### src/rtl/sigmoid_arbiter_if.sv
// Handshake bundle between requesters and the arbiter, and between the arbiter and the sigmoid unit.
// The unit side uses N = 1; the argument and error data are then a single 16-bit word.
interface sigmoid_arbiter_if #(
  parameter int N = 4
);
  // Every channel is valid/ready: a transfer happens on a rising clock edge where both are 1.
  // The sender holds valid and data stable until that edge. Ready may depend on valid.
  logic [N-1:0]       arg_valid;
  logic [N-1:0][15:0] arg_data;
  logic [N-1:0]       arg_ready;
  logic [N-1:0]       res_valid;
  logic [7:0]         res_data;
  logic [N-1:0]       res_ready;
  logic [N-1:0]       err_valid;
  logic [N-1:0][15:0] err_data;
  logic [N-1:0]       err_ready;
  logic [N-1:0]       fbk_valid;
  logic [15:0]        fbk_data;
  logic [N-1:0]       fbk_ready;

  modport master (
    output arg_valid, arg_data, res_ready, err_valid, err_data, fbk_ready,
    input  arg_ready, res_valid, res_data, err_ready, fbk_valid, fbk_data
  );

  modport slave (
    input  arg_valid, arg_data, res_ready, err_valid, err_data, fbk_ready,
    output arg_ready, res_valid, res_data, err_ready, fbk_valid, fbk_data
  );
endinterface

### src/rtl/sigmoid_arbiter.sv
// Round-robin sharing of one sigmoid unit among N requesters. A grant spans a whole
// forward (ARG->RES) and, in training, backward (ERR->FBK) transaction.
module sigmoid_arbiter #(
  parameter  int N  = 4,
  localparam int IW = $clog2(N)
) (
  input  logic                   clock,
  input  logic                   reset,
  input  logic                   train,
  sigmoid_arbiter_if.slave       req,
  sigmoid_arbiter_if.master      unit,
  output logic                   u_train,
  output logic [IW-1:0]          grant,
  output logic                   busy,
  output logic [2:0]             dbg_state
);

  typedef enum logic [2:0] {
    S_IDLE = 3'd0,
    S_ARG  = 3'd1,
    S_RES  = 3'd2,
    S_ERR  = 3'd3,
    S_FBK  = 3'd4
  } state_t;

  state_t          state_q, state_d;
  logic            train_q;
  logic [IW-1:0]   rr_ptr;
  logic [IW-1:0]   pick;
  logic [IW-1:0]   cand;
  logic            found;

  // Search starts just after the last served port so nobody waits more than N-1 transactions.
  always_comb begin
    found = 1'b0;
    pick  = rr_ptr;
    cand  = rr_ptr;
    for (int i = 1; i <= N; i++) begin
      cand = IW'((int'(rr_ptr) + i) % N);
      if (!found && req.arg_valid[cand]) begin
        found = 1'b1;
        pick  = cand;
      end
    end
  end

  always_comb begin
    state_d        = state_q;
    req.arg_ready  = '0;
    req.res_valid  = '0;
    req.res_data   = '0;
    req.err_ready  = '0;
    req.fbk_valid  = '0;
    req.fbk_data   = '0;
    unit.arg_valid = '0;
    unit.arg_data  = '0;
    unit.res_ready = '0;
    unit.err_valid = '0;
    unit.err_data  = '0;
    unit.fbk_ready = '0;
    case (state_q)
      S_IDLE: begin
        if (found) state_d = S_ARG;
      end
      S_ARG: begin
        unit.arg_valid[0]    = req.arg_valid[grant];
        unit.arg_data[0]     = req.arg_data[grant];
        req.arg_ready[grant] = unit.arg_ready[0];
        if (req.arg_valid[grant] && unit.arg_ready[0]) state_d = S_RES;
      end
      S_RES: begin
        req.res_valid[grant] = unit.res_valid[0];
        req.res_data         = unit.res_data;
        unit.res_ready[0]    = req.res_ready[grant];
        if (unit.res_valid[0] && req.res_ready[grant]) state_d = train_q ? S_ERR : S_IDLE;
      end
      S_ERR: begin
        unit.err_valid[0]    = req.err_valid[grant];
        unit.err_data[0]     = req.err_data[grant];
        req.err_ready[grant] = unit.err_ready[0];
        if (req.err_valid[grant] && unit.err_ready[0]) state_d = S_FBK;
      end
      S_FBK: begin
        req.fbk_valid[grant] = unit.fbk_valid[0];
        req.fbk_data         = unit.fbk_data;
        unit.fbk_ready[0]    = req.fbk_ready[grant];
        if (unit.fbk_valid[0] && req.fbk_ready[grant]) state_d = S_IDLE;
      end
      default: state_d = S_IDLE;
    endcase
  end

  always_ff @(posedge clock or negedge reset) begin
    if (!reset) begin
      state_q <= S_IDLE;
      grant   <= '0;
      train_q <= 1'b0;
      rr_ptr  <= IW'(N - 1);
    end else begin
      state_q <= state_d;
      if (state_q == S_IDLE && found) begin
        grant   <= pick;
        train_q <= train;
      end
      if (state_q != S_IDLE && state_d == S_IDLE) rr_ptr <= grant;
    end
  end

  assign u_train   = train_q;
  assign busy      = (state_q != S_IDLE);
  assign dbg_state = state_q;

endmodule
### src/flat_wrapper.sv
// flat-port wrapper written by rule: the top's interface ports become plain ports
module sigmoid_arbiter_flat 
#(
  parameter  int N  = 4,
  localparam int IW = $clog2(N)
)
  (clock, reset, train, u_train, grant, busy, dbg_state, req_arg_valid, req_arg_data, req_res_ready, req_err_valid, req_err_data, req_fbk_ready, req_arg_ready, req_res_valid, req_res_data, req_err_ready, req_fbk_valid, req_fbk_data, unit_arg_valid, unit_arg_data, unit_res_ready, unit_err_valid, unit_err_data, unit_fbk_ready, unit_arg_ready, unit_res_valid, unit_res_data, unit_err_ready, unit_fbk_valid, unit_fbk_data);
  sigmoid_arbiter_if #(.N(N)) req_i ();
  sigmoid_arbiter_if #(.N(N)) unit_i ();
  input  logic clock;
  input  logic reset;
  input  logic train;
  output logic u_train;
  output logic [IW-1:0] grant;
  output logic busy;
  output logic [2:0] dbg_state;
  input wire logic [$bits(req_i.arg_valid)-1:0] req_arg_valid;
  input wire logic [$bits(req_i.arg_data)-1:0] req_arg_data;
  input wire logic [$bits(req_i.res_ready)-1:0] req_res_ready;
  input wire logic [$bits(req_i.err_valid)-1:0] req_err_valid;
  input wire logic [$bits(req_i.err_data)-1:0] req_err_data;
  input wire logic [$bits(req_i.fbk_ready)-1:0] req_fbk_ready;
  output wire logic [$bits(req_i.arg_ready)-1:0] req_arg_ready;
  output wire logic [$bits(req_i.res_valid)-1:0] req_res_valid;
  output wire logic [$bits(req_i.res_data)-1:0] req_res_data;
  output wire logic [$bits(req_i.err_ready)-1:0] req_err_ready;
  output wire logic [$bits(req_i.fbk_valid)-1:0] req_fbk_valid;
  output wire logic [$bits(req_i.fbk_data)-1:0] req_fbk_data;
  output wire logic [$bits(unit_i.arg_valid)-1:0] unit_arg_valid;
  output wire logic [$bits(unit_i.arg_data)-1:0] unit_arg_data;
  output wire logic [$bits(unit_i.res_ready)-1:0] unit_res_ready;
  output wire logic [$bits(unit_i.err_valid)-1:0] unit_err_valid;
  output wire logic [$bits(unit_i.err_data)-1:0] unit_err_data;
  output wire logic [$bits(unit_i.fbk_ready)-1:0] unit_fbk_ready;
  input wire logic [$bits(unit_i.arg_ready)-1:0] unit_arg_ready;
  input wire logic [$bits(unit_i.res_valid)-1:0] unit_res_valid;
  input wire logic [$bits(unit_i.res_data)-1:0] unit_res_data;
  input wire logic [$bits(unit_i.err_ready)-1:0] unit_err_ready;
  input wire logic [$bits(unit_i.fbk_valid)-1:0] unit_fbk_valid;
  input wire logic [$bits(unit_i.fbk_data)-1:0] unit_fbk_data;
  assign req_i.arg_valid = req_arg_valid;
  assign req_i.arg_data = req_arg_data;
  assign req_i.res_ready = req_res_ready;
  assign req_i.err_valid = req_err_valid;
  assign req_i.err_data = req_err_data;
  assign req_i.fbk_ready = req_fbk_ready;
  assign req_arg_ready = req_i.arg_ready;
  assign req_res_valid = req_i.res_valid;
  assign req_res_data = req_i.res_data;
  assign req_err_ready = req_i.err_ready;
  assign req_fbk_valid = req_i.fbk_valid;
  assign req_fbk_data = req_i.fbk_data;
  assign unit_arg_valid = unit_i.arg_valid;
  assign unit_arg_data = unit_i.arg_data;
  assign unit_res_ready = unit_i.res_ready;
  assign unit_err_valid = unit_i.err_valid;
  assign unit_err_data = unit_i.err_data;
  assign unit_fbk_ready = unit_i.fbk_ready;
  assign unit_i.arg_ready = unit_arg_ready;
  assign unit_i.res_valid = unit_res_valid;
  assign unit_i.res_data = unit_res_data;
  assign unit_i.err_ready = unit_err_ready;
  assign unit_i.fbk_valid = unit_fbk_valid;
  assign unit_i.fbk_data = unit_fbk_data;
  sigmoid_arbiter #(.N(N)) u_core (.clock(clock), .reset(reset), .train(train), .req(req_i), .unit(unit_i), .u_train(u_train), .grant(grant), .busy(busy), .dbg_state(dbg_state));
endmodule
### config.mk
export PLATFORM = sky130hd
export DESIGN_NAME = sigmoid_arbiter_flat
export DESIGN_NICKNAME = d
export VERILOG_FILES = /design/src/rtl/sigmoid_arbiter_if.sv /design/src/rtl/sigmoid_arbiter.sv /design/src/flat_wrapper.sv
export SDC_FILE = /design/constraint.sdc
export NUM_CORES = 1
export LEC_CHECK = 0
export ABC_AREA = 1
export CAP_MARGIN = 5
export CORE_AREA = 2 2 145 147
export DETAILED_ROUTE_END_ITERATION = 10
export DIE_AREA = 0 0 147 149
export HOLD_SLACK_MARGIN = 0.15
export REMOVE_ABC_BUFFERS = 1
export SYNTH_ARGS = -nofsm -noshare
export SYNTH_HDL_FRONTEND = slang
export SYNTH_SLANG_ARGS = --single-unit
### constraint.sdc
create_clock -name clock -period 2 [get_ports clock]
set_input_delay 0.2 -clock clock [delete_from_list [all_inputs] [get_ports clock]]
set_output_delay 0.2 -clock clock [all_outputs]
set_load 0.03 [all_outputs]
======== Yosys cells after proc, flatten, opt, wreduce, memory -nomap -nowiden ========
Index checks and enable logic that the tools add are counted.
word-level totals
  bits of input ports ..................... 187
  logic and storage cells ................. 87
  bits in registers ....................... 8
cells by class
  equal/unequal tests ..................... 4
  bitwise logic cells ..................... 4
  mux-type cells .......................... 49
  $add $sub $neg .......................... 4
  $lt $le $gt $ge ......................... 6
  reductions and logical operators ........ 16
operator list
  operator                                                           number
  2-to-1 mux 16 bit                                                  5
  binary-select mux 16 bit (select 2 bit)                            2
  2-to-1 mux 1 bit                                                   17
  AND 4 bit                                                          4
  binary-select mux 1 bit (select 2 bit)                             8
  2-to-1 mux 4 bit                                                   4
  less-than comparator 2 x 3 -> 1 bit, second input constant         5
  2-to-1 mux 3 bit                                                   5
  one-hot mux 3 bit (5 select lines)                                 1
  logical AND 1 bit                                                  10
  2-to-1 mux 2 bit                                                   5
  2-to-1 mux 8 bit                                                   1
  == test 3 x 2 -> 1 bit, second input constant                      2
  zero test 3 bit                                                    2
  adder 2 x 1 -> 2 bit, second input constant                        2
  adder 2 bit, second input constant                                 2
  == test 3 x 1 -> 1 bit, second input constant                      1
  == test 3 bit, second input constant                               1
  zero test 1 bit                                                    3
  nonzero test 3 bit                                                 1
  demux 1 bit (select 2 bit)                                         1
  greater-or-equal comparator 2 x 1 -> 1 bit, second input constant  1

======== Depth between registers and ports, before layout ========
Gate-level depths: netlist (run 1).
  depth after elaboration ................. 17
  mapped depth ............................ 14

======== Least setup slack after synthesis (run 1) ========
OpenSTA, ideal clock, no wires.
  path type ............................... flip-flop to output port
  start ................................... register u_core.state_q[1], in the netlist u_core.dbg_state[1]
  end ..................................... output unit_err_data[10]
  slack ................................... -89 ps
  buffers on the path ..................... 1
  cell stages (with the launch flop) ...... 6
  arrival ................................. 1,889 ps
  cell sequence ........................... dfrtp_1 > inv_1 > nor3_2 > clkinv_1 > buf_2 > a31oi_1
between the ends
  longest elaborated chain between the ends .. 2
RTL lines
  item                    line                    RTL
  from (decl)             sigmoid_arbiter.sv:26   state_t state_q, state_d;
  from (signal assigned)  sigmoid_arbiter.sv:100  state_q <= state_d;
  == test 3 x 2 -> 1 bit  sigmoid_arbiter.sv:61   case (state_q)
  2-to-1 mux 16 bit       sigmoid_arbiter.sv:61
  to (decl)               flat_wrapper.sv:33      output wire logic [$bits(unit_i.err_data)-1:0] unit_err_data;
No other way between the ends.

======== Worst setup path after layout (run 1) ========
  start ................................... register u_core.grant[1]
  end ..................................... output unit_arg_data[7]
between the ends
  longest elaborated chain between the ends .. 3
RTL lines
  item                                     line                    RTL
  from (decl)                              sigmoid_arbiter.sv:13   output logic [IW-1:0] grant,
  from (signal assigned)                   sigmoid_arbiter.sv:102  grant <= pick;
  binary-select mux 16 bit (select 2 bit)  sigmoid_arbiter.sv:67   unit.arg_data[0] = req.arg_data[grant];
  2-to-1 mux 16 bit (implied by the code)  sigmoid_arbiter.sv:67
  2-to-1 mux 16 bit                        sigmoid_arbiter.sv:61
  to (decl)                                flat_wrapper.sv:30      output wire logic [$bits(unit_i.arg_data)-1:0] unit_arg_data;
No other way between the ends. The select of a mux whose other input is x is not followed.

==> flow_metrics.tcl, run 1 <==
set metrics [dict create \
    root_buffer "clkbuf_16" \
    die_h_um 149 \
    numClockSinks 8 \
    synthCells 490 \
    drive_gt1_share_pct 19.00 \
    clockBufferDepth 2 \
    period_share_pct 97.00 \
    worstPathCellList "inv_2 > buf_8 > nor2_4 > buf_6 > clkbuf_16 > nand2_1 > a31oi_1 > buf_4" \
    rsz0062_at_grt "true" \
    endpoint_kind "primary output" \
    path_class "flop to primary output" \
    syn_avg_cell_area_um2 5.666 \
    crit_fanout 6 \
    netlist_area_um2 2776 \
    seq_area_frac_synth_pct 7.301 \
    grt_pass1_wl_mm 20.86 \
    fp.dieW_um 147 \
    ant_nets 0 \
    crit_family "buffers and inverters" \
    grt_use_total_pct 12.24 \
    clk_pin_slew_ns 0.04 \
    antenna_found_initial 0 \
    combPwrFrac_pct 88.3 \
    fmax_ghz 0.5155 \
    hold_violations 0 \
    port_buffers 257 \
    fin_util_pct 27.02 \
    pwr_density_cell_nw_per_um2 1120 \
    grt_use_met3_pct 2.538 \
    finalSetupViolCount 0 \
    power_switching_uw 3627 \
    clockPowerShare_pct 5.6 \
    overflow 0 \
    p_int_uw 2593 \
    vias_per_cell 3.846 \
    grt.busiest_layer "met2" \
    critPathArrivalTime_ns 1.74 \
    initial_core_util_pct 13.51 \
    post-dp-hpwl_mm 12.15 \
    cts_tree "done" \
    synthDistinctLibCells 28 \
    vias 3973 \
    multi_input_area_um2 1918 \
    max_cap_viol_count 0 \
    use_met1_pct 14.11 \
    grt_pass1_vias 3606 \
    finalNetCount 946 \
    n_fill_cell 2276 \
    hp-class "primary input to async pin" \
    firstDrtPassIters 5 \
    power_frac_seq_pct 6.1 \
    leakagePower_uw 0.002619 \
    cts_buffers 3 \
    area_growth_pct 100.1 \
    n_antenna_cell 0 \
    post-place-ws_ns 0.08997 \
    drtIter0Drc 138 \
    core_area_um2 20560 \
    grt_max_degree 31 \
    p_sw_share_pct 58.32 \
    vdd_drop_max_uv 444.4 \
    status "complete, no violations" \
    postCtsHoldBufs 0 \
    seq_area_um2 206.4 \
    finalClockSkew_ns 0.002651 \
    cp-start-kind "flop" \
    wire_per_inst_um 14.32 \
    fin_ws_ns 0.06000 \
    crit_path_top_delay_cell "dfrtp_2" \
    crit_buf_inv 5 \
    slew_viol_final 0 \
    die_area_um2 21900 \
    min_period_ns 1.940 \
    clk_latency_ns 0.23 \
    cp_slowest_stage_delay_ns 0.41 \
    row_count 53 \
    ys_seq_elements 8 \
    grt.met2_usage_pct 23.83 \
    ys_warn_count 0 \
    gp_congestion 0.8151 \
    drc 0 \
    h-tree-depth 1 \
    ios 378 \
    worstPathRequired_ns 1.80 \
    totalWireLength_mm 14.80 \
]
## timing repair
item / in CTS / in global routing
pin swaps: 0 / 4
setup endpoints to repair: 21 / 18
cloned: 0 / 2
gates resized for setup: 12 / 20
buffers inserted: 0 / 6
## kinds of logic (layout without fill, tap and decap cells)
kind of cell           count (synthesis)  after routing  synth area share (%)
other                                  1            108                0.1351
DFF                                    8              8                 7.300
and+or+nand+nor                      223            223                 33.62
AOI/OAI and AO/OA                     77             77                 18.66
buffers and inverters                181            342                 40.29
## cell usage in the layout, fill, tap and decap left out, types with 6 or more instances in the layout
master and instances:
clkdlybuf4s50_1 179, nand2_1 111, conb_1 108, buf_4 84, nand3_1 47, nor2_1 46, inv_1 37, a22oi_1 31
a31oi_1 29, inv_2 11, buf_12 10, nand2_2 9, a21oi_1 6, dlygate4sd2_1 6
## Yosys cell counts (all sizes together)
cell type / number / share of area (%)
a22oi: 32 / 8.7
nand2: 120 / 17
conb: 1 / 0.14
nor3: 2 / 0.54
inv: 47 / 6.4
nand4: 1 / 0.23
o21a: 1 / 0.27
clkinv: 2 / 0.27
clkbuf: 11 / 1.5
buf: 121 / 32
dfstp: 2 / 1.9
o21ai: 3 / 0.54
dfrtp: 6 / 5.4
o21bai: 1 / 0.27
a31oi: 32 / 7.2
o221ai: 1 / 0.32
a21oi: 7 / 1.4
nand3: 47 / 8.5
nor2: 53 / 7.5
## final cells by class
class,count,area share (%)
repair buffers,289,50.83
multi-input cells,408,34.53
well taps,275,6.194
flip-flops and latches,8,3.716
inverters,49,3.311
clock buffers,4,1.419
## worst reg2reg max path: stages, from the launching register on
cell	delay, ns
dfrtp_2	0.47
buf_4	0.30
nand2_1	0.08
nand2_1	0.07
nand2_1	0.07
nand2_2	0.13
nand2_2	0.07
a21oi_2	0.12
nand2_2	0.07
nor2_2	0.16
nand2_2	0.08
nand2_1	0.06
nand2_1	0.04
## metrics by stage
step                setup TNS (ns)  instances  power [uW]  hold slack (ns)  area, um^2
global placement                 0       1021        5540           0.5057        5275
detailed placement               0       1021        5564           0.5076        5275
global route               -0.1425       1033        6724           0.2934        5555
CTS                              0       1025        5950           0.2604        5364
finish                           0       1033        6220           0.2487        5555
floorplan                   -39.78        465        3223         -0.09559        2243
## flip-flops by register name, summed over array words and instances (netlist names)
signal,cells
u_core.u_train,1
u_core.dbg_state,3
u_core.grant,2
u_core.rr_ptr,2
## final timing paths
| kind | startpoint | end | slack (ns) | cells after the start |
|---|---|---|---|---|
| setup / recovery | u_core.grant[1] | unit_arg_data[7] | 0.06 | 8 |
| hold / removal | reset | u_core.dbg_state[1] | 0.25 | 1 |
| setup reg to reg | u_core.grant[0] | u_core.rr_ptr[1] | 0.20 | 12 |
| hold reg to reg | u_core.rr_ptr[1] | u_core.rr_ptr[1] | 0.52 | 2 |
| max in group asynchronous | reset | u_core.rr_ptr[1] | 1.44 | 1 |
| min in group clock | u_core.rr_ptr[1] | u_core.rr_ptr[1] | 0.52 | 2 |
## routing by layer
layer / up-vias / share of wire, %
li1: 1916 / -
met1: 1833 / 40
met2: 217 / 50
met3: 7 / 8.8
met4: 0 / 0.51
met5: - / 0
## power by group through the flow
| stage | clock (uW) | sequential, uW | combinational [uW] |
|---|---|---|---|
| 2_1_floorplan | 0 | 589 | 2630 |
| 3_3_place_gp | 0 | 377 | 5160 |
| 3_5_place_dp | 0 | 377 | 5190 |
| 4_1_cts | 353 | 378 | 5220 |
| 5_1_grt | 365 | 395 | 5960 |
| 6_report | 348 | 382 | 5490 |
No activity file was read; power rests on OpenSTA's default activity.
==> run 2, diff against run 1 <==
Settings changed: CTS_CLUSTER_SIZE set to 16, REMOVE_ABC_BUFFERS 1 to unset.
==> run 2 against run 1 <==
- the run now ends with negative setup slack left
- utilization rose by 0.81 points
- register-to-register slack got worse by 0.03 ns
- worst setup slack got worse by 0.062 ns
- sequential power rose by 5.5%
- combinational power rose by 5.5%
- wire length fell by 1.4%
- cell count fell by 0.29%
- hold slack improved by 0.014 ns
- global-route usage fell by 0.45 points
- via count fell by 2.6%
- largest power group unchanged
==> flow_metrics.tcl, run 2 (same netlist as run 1, synthesis figures left out) <==
set metrics [dict create \
    overflow 0 \
    critPathArrivalTime_ns 1.80 \
    drive_gt1_share_pct 19.60 \
    fin_hold_ws_ns 0.2631 \
    cp_slowest_stage_delay_ns 0.44 \
    die_h_um 149 \
    pwr_density_cell_nw_per_um2 1142 \
    fp.dieW_um 147 \
    fmax_ghz 0.4995 \
    ant_nets 0 \
    finalClockSkew_ns 0.003992 \
    cp-start-kind "flop" \
    cts_buffers 3 \
    endpoint_kind "primary output" \
    vdd_drop_max_uv 388.0 \
    violations "negative setup slack" \
    clockBufferDepth 2 \
    ios 378 \
    power_uw 6536 \
    grt_use_total_pct 11.79 \
    grt_max_degree 34 \
    row_count 53 \
    n_antenna_cell 0 \
    wire_per_inst_um 14.17 \
    grt_pass1_vias 3492 \
    drc 0 \
    crit_fanout 8 \
    clk_latency_ns 0.23 \
    vias_per_cell 3.756 \
    vias 3869 \
    path_class "flop to primary output" \
    status "finished, violations left" \
    root_buffer "clkbuf_16" \
    drtIter0Drc 172 \
    r2r-start "u_core.grant[0]" \
    gp_congestion 0.7704 \
    place_inst 1019 \
    layout_common_cells "clkdlybuf4s50_1, nand2_1, conb_1" \
    reg2reg_to "u_core.rr_ptr[0]" \
    period_share_pct 100.1 \
    area_growth_pct 106.1 \
    worstPathCellList "buf_6 > nor2_4 > buf_12 > clkbuf_16 > a22oi_1 > a31oi_1 > buf_4" \
    initial_core_util_pct 13.51 \
    finalSetupViolCount 1 \
    numClockSinks 8 \
    totalWireLength_mm 14.60 \
    finalNetCount 943 \
    die_area_um2 21900 \
    worstPathRequired_ns 1.80 \
    postCtsHoldBufs 0 \
    crit_path_top_delay_cell "dfrtp_2" \
    antenna_found_initial 0 \
    final_common_cell "clkdlybuf4s50_1" \
    rsz0062_at_grt "true" \
    min_period_ns 2.002 \
    core_area_um2 20560 \
    r2r_cells 11 \
    h-tree-depth 1 \
    leakagePower_uw 0.002647 \
    rrSetupSlack_ns 0.17 \
    grt_pass1_wl_mm 20.11 \
    clk_pin_slew_ns 0.04 \
    port_buffers 257 \
    post-place-ws_ns -0.0006933 \
    fin_ws_ns -0.001886 \
    max_cap_viol_count 0 \
    fin_tns_setup_ns -0.001886 \
    cts_tree "done" \
    finalNonFillerCells 1030 \
    post-dp-hpwl_mm 11.90 \
    hold_violations 0 \
    n_fill_cell 2308 \
    slew_viol_final 0 \
    largest_reg_flops 3 \
    hp-class "primary input to async pin" \
    firstDrtPassIters 4 \
]
[run 2: cell types whose count changed in the layout (fill, tap and decap cells not counted), sizes merged]
| cell | before | now |
|---|---|---|
| clkdlybuf4s50 | 179 | 180 |
| dlymetal6s2s | 1 | 0 |
| clkinv | 1 | 2 |
| dlygate4sd2 | 6 | 11 |
| buf | 101 | 93 |
| inv | 48 | 47 |
[run 2: layer usage]
metal  global-route usage, %  routed length, um  up-vias
met5                       0                  0        -
met1                   15.54               6166     1771
met4                   1.442                 93        0
met2                   21.29               7441      183
met3                   1.407                894        6
li1                        -                  -     1909
[run 2: worst max-delay path: cells and delay by family, from the launching register on]
family | cells | cell delay, ns
compound gates | 2 | 0.28
simple gates | 1 | 0.22
buf+inv | 4 | 0.62
flops | 1 | 0.44
[run 2: how the worst max path moves through the flow]
stage	cells past startpoint	end	slack, ns	from
2_1_floorplan	5	unit_err_data[10]	-0.09	u_core.dbg_state[1]
3_3_place_gp	6	unit_arg_data[8]	0.02	u_core.grant[0]
3_5_place_dp	4	req_err_ready[1]	-0.0007	u_core.dbg_state[2]
4_1_cts	7	unit_arg_data[8]	0.03	u_core.grant[1]
5_1_grt	8	req_fbk_data[6]	-0.08	u_core.dbg_state[1]
6_report	7	unit_err_data[4]	-0.002	u_core.grant[1]
[run 2: layout make-up]
cell class              instances  area, um^2  share of cell area, %
clock buffers                   4       78.83                  1.378
well taps                     275       344.1                  6.014
multi-input cells             408        2018                  35.27
inverters                      49       186.4                  3.258
repair buffers                286        2889                  50.49
flip-flops and latches          8       205.2                  3.586
[run 2: report_power, final]
group	switching, uW	leakage (uW)	internal, uW
Combinational	3510	0.00252	2290
Clock	75.5	0.0000382	265
Sequential	148	0.0000933	255
[run 2: timing repair]
action / CTS / global route
gates resized for setup: 18 / 19
setup endpoints to repair: 39 / 28
setup buffers: 1 / 4
gates cloned: 0 / 2
pin swaps: 1 / 3
[run 2: metrics by stage]
stage	utilization, %	cell area [um^2]
global route	27.83	5722
global placement	26.38	5423
floorplan	-	3241
finish	27.83	5722
detailed placement	26.38	5423
CTS	26.90	5529
